**src/rtl/score_keeper_if.sv**
```systemverilog
// Score keeper bus: game-state/tick inputs and
// score, high-score and event outputs.
interface score_keeper_if;
  logic [1:0]  gameState;
  logic        tick;
  logic [15:0] score;
  logic [15:0] hi_score;
  logic        milestone;
  logic        new_record;

  modport master (
    output gameState,
    output tick,
    input  score,
    input  hi_score,
    input  milestone,
    input  new_record
  );

  modport slave (
    input  gameState,
    input  tick,
    output score,
    output hi_score,
    output milestone,
    output new_record
  );
endinterface

```
**src/rtl/score_keeper.sv**
```systemverilog
// Score keeper: BCD score from frame ticks,
// high score latched on death, milestone pulses.
module score_keeper #(
  parameter int TICKS_PER_POINT    = 6,
  parameter int MILESTONE_HUNDREDS = 1
) (
  input  logic           clk,
  input  logic           rst,
  score_keeper_if.slave  bus
);

  typedef enum logic [1:0] {
    ST_INIT    = 2'b00,
    ST_INGAME  = 2'b01,
    ST_PREPARE = 2'b10,
    ST_DEAD    = 2'b11
  } gstate_t;

  localparam logic [5:0] PS_LAST =
    6'(TICKS_PER_POINT - 1);

  gstate_t     gs;
  gstate_t     prev_state;
  logic [5:0]  prescaler;
  logic [15:0] score_q;
  logic [15:0] hi_q;
  logic        milestone_q;
  logic        new_record_q;
  logic        inc_q;

  logic [15:0] score_inc;
  logic [6:0]  hundreds;
  logic        ms_hit;
  logic        dead_entry;

  assign gs = gstate_t'(bus.gameState);

  // Four-digit BCD increment; 9999 rolls to 0000.
  function automatic logic [15:0] bcd_inc(
    input logic [15:0] v
  );
    logic [15:0] r;
    logic        c;
    r = v;
    c = 1'b1;
    for (int d = 0; d < 4; d++) begin
      if (c) begin
        if (r[d*4 +: 4] == 4'd9) begin
          r[d*4 +: 4] = 4'd0;
        end else begin
          r[d*4 +: 4] = r[d*4 +: 4] + 4'd1;
          c = 1'b0;
        end
      end
    end
    return r;
  endfunction

  assign score_inc = bcd_inc(score_q);

  // Hundreds count is thousands*10+hundreds,
  // at most 99, so 7 bits suffice.
  assign hundreds =
    7'(score_q[15:12]) * 7'd10 +
    7'(score_q[11:8]);

  // Score just stepped onto a nonzero multiple
  // of the milestone interval.
  assign ms_hit =
    inc_q &&
    (score_q != 16'h0000) &&
    (score_q[7:0] == 8'h00) &&
    ((hundreds % 7'(MILESTONE_HUNDREDS)) == 7'd0);

  assign dead_entry =
    (gs == ST_DEAD) && (prev_state != ST_DEAD);

  // Score, prescaler, high score and event flags.
  always_ff @(posedge clk or posedge rst) begin
    if (rst) begin
      prev_state   <= ST_INIT;
      prescaler    <= 6'd0;
      score_q      <= 16'h0000;
      hi_q         <= 16'h0000;
      milestone_q  <= 1'b0;
      new_record_q <= 1'b0;
      inc_q        <= 1'b0;
    end else begin
      prev_state  <= gs;
      milestone_q <= ms_hit;
      inc_q       <= 1'b0;
      unique case (gs)
        ST_INIT, ST_PREPARE: begin
          prescaler    <= 6'd0;
          score_q      <= 16'h0000;
          new_record_q <= 1'b0;
        end
        ST_INGAME: begin
          if (bus.tick) begin
            if (prescaler == PS_LAST) begin
              prescaler <= 6'd0;
              score_q   <= score_inc;
              inc_q     <= 1'b1;
            end else begin
              prescaler <= prescaler + 6'd1;
            end
          end
        end
        ST_DEAD: begin
          // BCD word order matches numeric order.
          if (dead_entry && (score_q > hi_q)) begin
            hi_q         <= score_q;
            new_record_q <= 1'b1;
          end
        end
        default: begin
          prescaler <= prescaler;
        end
      endcase
    end
  end

  assign bus.score      = score_q;
  assign bus.hi_score   = hi_q;
  assign bus.milestone  = milestone_q;
  assign bus.new_record = new_record_q;

endmodule

```
**src/flat_wrapper.sv**
```systemverilog
// flat-port wrapper written by rule: the top's interface ports become plain ports
module score_keeper_flat 
#(
  parameter int TICKS_PER_POINT    = 6,
  parameter int MILESTONE_HUNDREDS = 1
)
  (clk, rst, bus_gameState, bus_tick, bus_score, bus_hi_score, bus_milestone, bus_new_record);
  score_keeper_if bus_i ();
  input  logic clk;
  input  logic rst;
  input wire logic [$bits(bus_i.gameState)-1:0] bus_gameState;
  input wire logic [$bits(bus_i.tick)-1:0] bus_tick;
  output wire logic [$bits(bus_i.score)-1:0] bus_score;
  output wire logic [$bits(bus_i.hi_score)-1:0] bus_hi_score;
  output wire logic [$bits(bus_i.milestone)-1:0] bus_milestone;
  output wire logic [$bits(bus_i.new_record)-1:0] bus_new_record;
  assign bus_i.gameState = bus_gameState;
  assign bus_i.tick = bus_tick;
  assign bus_score = bus_i.score;
  assign bus_hi_score = bus_i.hi_score;
  assign bus_milestone = bus_i.milestone;
  assign bus_new_record = bus_i.new_record;
  score_keeper #(.TICKS_PER_POINT(TICKS_PER_POINT), .MILESTONE_HUNDREDS(MILESTONE_HUNDREDS)) u_core (.clk(clk), .rst(rst), .bus(bus_i));
endmodule
```
**config.mk**
```make
export PLATFORM = sky130hd
export DESIGN_NAME = score_keeper_flat
export DESIGN_NICKNAME = d
export VERILOG_FILES = /design/src/rtl/score_keeper_if.sv /design/src/rtl/score_keeper.sv /design/src/flat_wrapper.sv
export SDC_FILE = /design/constraint.sdc
export NUM_CORES = 1
export LEC_CHECK = 0
export ABC_CLOCK_PERIOD_IN_PS = 4400
export BUFFER_PORTS_ARGS = -buffer_cell sky130_fd_sc_hd__buf_2
export CORE_ASPECT_RATIO = 0.8
export CORE_UTILIZATION = 61
export DETAILED_ROUTE_END_ITERATION = 10
export PLACE_DENSITY = 0.85
export SLEW_MARGIN = 20
export SYNTH_ARGS = -nofsm -noshare
export SYNTH_HDL_FRONTEND = slang
export SYNTH_SLANG_ARGS = --single-unit
export TNS_END_PERCENT = 5
```
**constraint.sdc**
```tcl
create_clock -name clk -period 4.4 [get_ports clk]
set_clock_uncertainty 0.05 [all_clocks]
set_input_delay 0.66 -clock clk [delete_from_list [all_inputs] [get_ports clk]]
set_output_delay 0.66 -clock clk [all_outputs]
set_load 0.02 [all_outputs]
```
==> summary.md <==
| Metric | Value |
|---|---|
| Outcome | `finished, final reports clean` |
| Synth warnings | `0` |
| Register area | `between 1000 and 1500 um2` |
| Clock slew at reported path FFs | `about 0.08 ns` |
| Multi-input gate area | `between 1000 and 1500 um2` |
| Synthesis-stage register bit count | `43` |
| Async SR Flop Fraction | `1.00` |
| Synth Instances | `around 260` |
| Die ar. | `about 4500 um2` |
| # setup viols final | `0` |
| Post-CTS Resized | `0` |
| Die Span Y | `59.9 um` |
| Root Driver | `clkbuf_8` |
| Clk buf depth | `2` |
| Fillers | `about 320` |
| Post-Syn Nets | `between 200 and 300` |
| Placement Cell Area | `roughly 2800 um2` |
| Nets | `335` |
| Share of post-route cells with drive strength above 1 | `0.193` |
| Worst Path Max Fanout | `17` |
| Class of the worst hold path | `input port to asynchronous set/reset pin` |
| Seq/Total Area, Yosys | `0.421` |
| Finished Cell Area | `between 2000 and 3000 um2` |
| Placed cell count | `between 300 and 400` |
| Worst IR Drop VDD | `around 0.00021 V` |
| DP HPWL | `about 3.8 mm` |
| H-tree lvl count | `2` |
| Rows | `20` |
| Largest cells by area after synthesis | `dfrtp_1, ha_1, inv_1` |
| DRT iter0 DRCs | `between 100 and 150` |
| Layout Cells excl Fill | `between 300 and 400` |
| Pwr/cell area | `around 370 nW/um2` |
| Drt drc | `0` |
| Largest net degree at the start of global routing | `44` |
| Initial antenna violation count | `0` |
| Synthesized area | `around 2600 um2` |
| Final slew viol count | `0` |
| Yosys top cell area share | `0.421` |
| Top Ports | `39` |
| Fin Hold WS | `about 0.44 ns` |
| Leak | `approximately 1.4 nW` |
| CTS tree | `built` |
| Worst-skew pair later-pin latency | `0.30 ns` |
| Synth-to-layout area growth | `13.2%` |
| Mean area per synthesized cell | `about 9.9 um2` |
| Final setup TNS | `0 ns` |
| Setup Buffers After CTS | `0` |
| Average wire per standard cell | `approximately 15 um` |
| Vias in the first global route | `around 1900` |
| Via density | `between 5 and 6` |
| Core Footprint | `approximately 3900 um2` |
| Clock sinks | `43` |
| Fmax | `about 370 MHz` |
| Slew headroom | `0.511` |
| WP data arrival | `approximately 2.8 ns` |
| Fin crit period | `2.70 ns` |
| Tot Pwr | `around 1.1 mW` |
| Starting density of the core | `0.654` |
| Port Buffers | `38` |
| Total CTS buffers | `5` |
| Ys flop type | `dfrtp_1` |
| Worst Path Required | `~4.5 ns` |
| Unique masters post-synth | `39` |
| DRT Pass-1 Iters | `4` |
| Routed Antenna Nets | `0` |
| Placer Congestion | `between 0.8 and 0.9` |
| Via count of the routed design | `1999` |
| Worst-margin pin slew | `between 0.7 and 0.8 ns` |
| Worst setup SP type | `flop` |
| CP Capture Type | `flop` |
| EDFF count, synth | `0` |
| First-pass GRT wire length | `around 8.5 mm` |
| Setup CP Type | `flop to flop` |
| # diodes | `0` |
| Grt ovf | `0` |
| Largest area contributor in the synthesized netlist | `dfrtp_1` |
| Final WL | `slightly above 5 mm` |
| Die outline width | `between 70 and 80 um` |
| Post-CTS Hold Buffers | `0` |
| Final hold violations | `0` |
| Max Cap Viol | `0` |
| Setup repair after global routing missed its margin | `no` |
| Tcrit/Tclk final | `0.614` |
| Total track usage | `0.263` |
## power breakdown
group / switching, mW / internal (mW)
clock: 0.134 / 0.143
combinational: 0.202 / 0.104
sequential: 0.0347 / 0.447
total: 0.370 / 0.694
## per-stage QoR
| stage | util | setup WS (ns) |
|---|---|---|
| after floorplan | - | 2.14 |
| after global placement | 0.715 | 1.84 |
| after detailed placement | 0.715 | 1.73 |
| after CTS | 0.740 | 1.70 |
| after global routing | 0.740 | 1.57 |
| final | 0.740 | 1.70 |
## Yosys cell counts (3+ instances only)
| cell | n |
|---|---|
| mux2i_1 | 10 |
| inv_1 | 33 |
| nor2_1 | 10 |
| nand2b_1 | 4 |
| dfrtp_1 | 43 |
| nor2b_1 | 3 |
| mux2_2 | 5 |
| nand2_1 | 27 |
| a21o_1 | 3 |
| ha_1 | 30 |
| a21oi_1 | 9 |
| a31oi_1 | 3 |
| o21ai_0 | 24 |
| nor3_1 | 6 |
| nand3_1 | 15 |
| o41ai_1 | 4 |
## cells by family after synthesis
family / after synthesis / synth area share
AND/OR/NAND/NOR: 78 / 0.159
buffers and inverters: 37 / 0.0603
XOR/XNOR: 2 / 0.00686
multiplexers: 16 / 0.0657
adder cells (fa/ha/maj): 30 / 0.147
flip-flops: 43 / 0.421
AO/OA/AOI/OAI: 52 / 0.140
## layout by cell type (no fill, tap or decap), drive strengths merged
master / synthesis / final
dfrtp: 43 / 43
buf: 2 / 39
inv: 33 / 33
ha: 30 / 30
nand2: 27 / 27
o21ai: 25 / 25
nand3: 15 / 15
nor2: 10 / 10
mux2i: 10 / 10
a21oi: 9 / 9
clkbuf: 2 / 8
nor3: 6 / 6
mux2: 6 / 6
o41ai: 6 / 6
nand2b: 4 / 4
a31oi: 4 / 4
nor2b: 3 / 3
a21o: 3 / 3
nor4: 3 / 3
nand4: 3 / 3
xnor2: 2 / 2
and2: 2 / 2
o31ai: 2 / 2
nand4bb: 1 / 1
and3: 1 / 1
or2: 1 / 1
a221o: 1 / 1
nand4b: 1 / 1
a41oi: 1 / 1
o41a: 1 / 1
or4: 1 / 1
## sequential cells by signal, summed over array words and instances (netlist names)
| signal | count |
|---|---|
| u_core.bus.hi_score | 16 |
| u_core.bus.milestone | 1 |
| u_core.prescaler | 6 |
| u_core.bus.score | 16 |
| u_core.prev_state | 2 |
| u_core.inc_q | 1 |
| u_core.bus.new_record | 1 |
## worst paths after layout
path,from,endpoint,slack (ns),cells after the start
setup / recovery,u_core.bus.score[14],u_core.bus.hi_score[11],1.70,6
hold / removal,rst,u_core.bus.score[9],0.44,3
setup reg to reg,u_core.bus.score[14],u_core.bus.hi_score[11],1.70,6
min in group clk,u_core.bus.new_record,u_core.bus.new_record,0.45,1
max in group asynchronous,rst,u_core.bus.hi_score[3],3.49,3
hold reg to reg,u_core.bus.new_record,u_core.bus.new_record,0.45,1
## area by class of cell
type / count / area share
Clock buffer: 8 / 0.0346
Multi-Input combinational cell: 178 / 0.458
Timing Repair Buffer: 39 / 0.0684
Sequential cell: 43 / 0.372
Inverter: 33 / 0.0429
Tap cell: 55 / 0.0238
## critical path: stages, from the launching register on
cell,delay [ns]
dfrtp_1,0.47
ha_1,0.35
nand4_2,0.16
nor4_2,0.34
o21ai_1,0.16
a31oi_4,0.64
mux2_2,0.42
## per-layer routing
| layer | up-vias | routed length, um | track usage |
|---|---|---|---|
| met5 | - | 0 | 0 |
| met4 | 0 | 76 | 0.0943 |
| met3 | 10 | 202 | 0.0590 |
| met2 | 49 | 2410 | 0.439 |
| met1 | 957 | 2490 | 0.337 |
| li1 | 983 | - | - |
No activity file was read; power rests on OpenSTA's default activity.
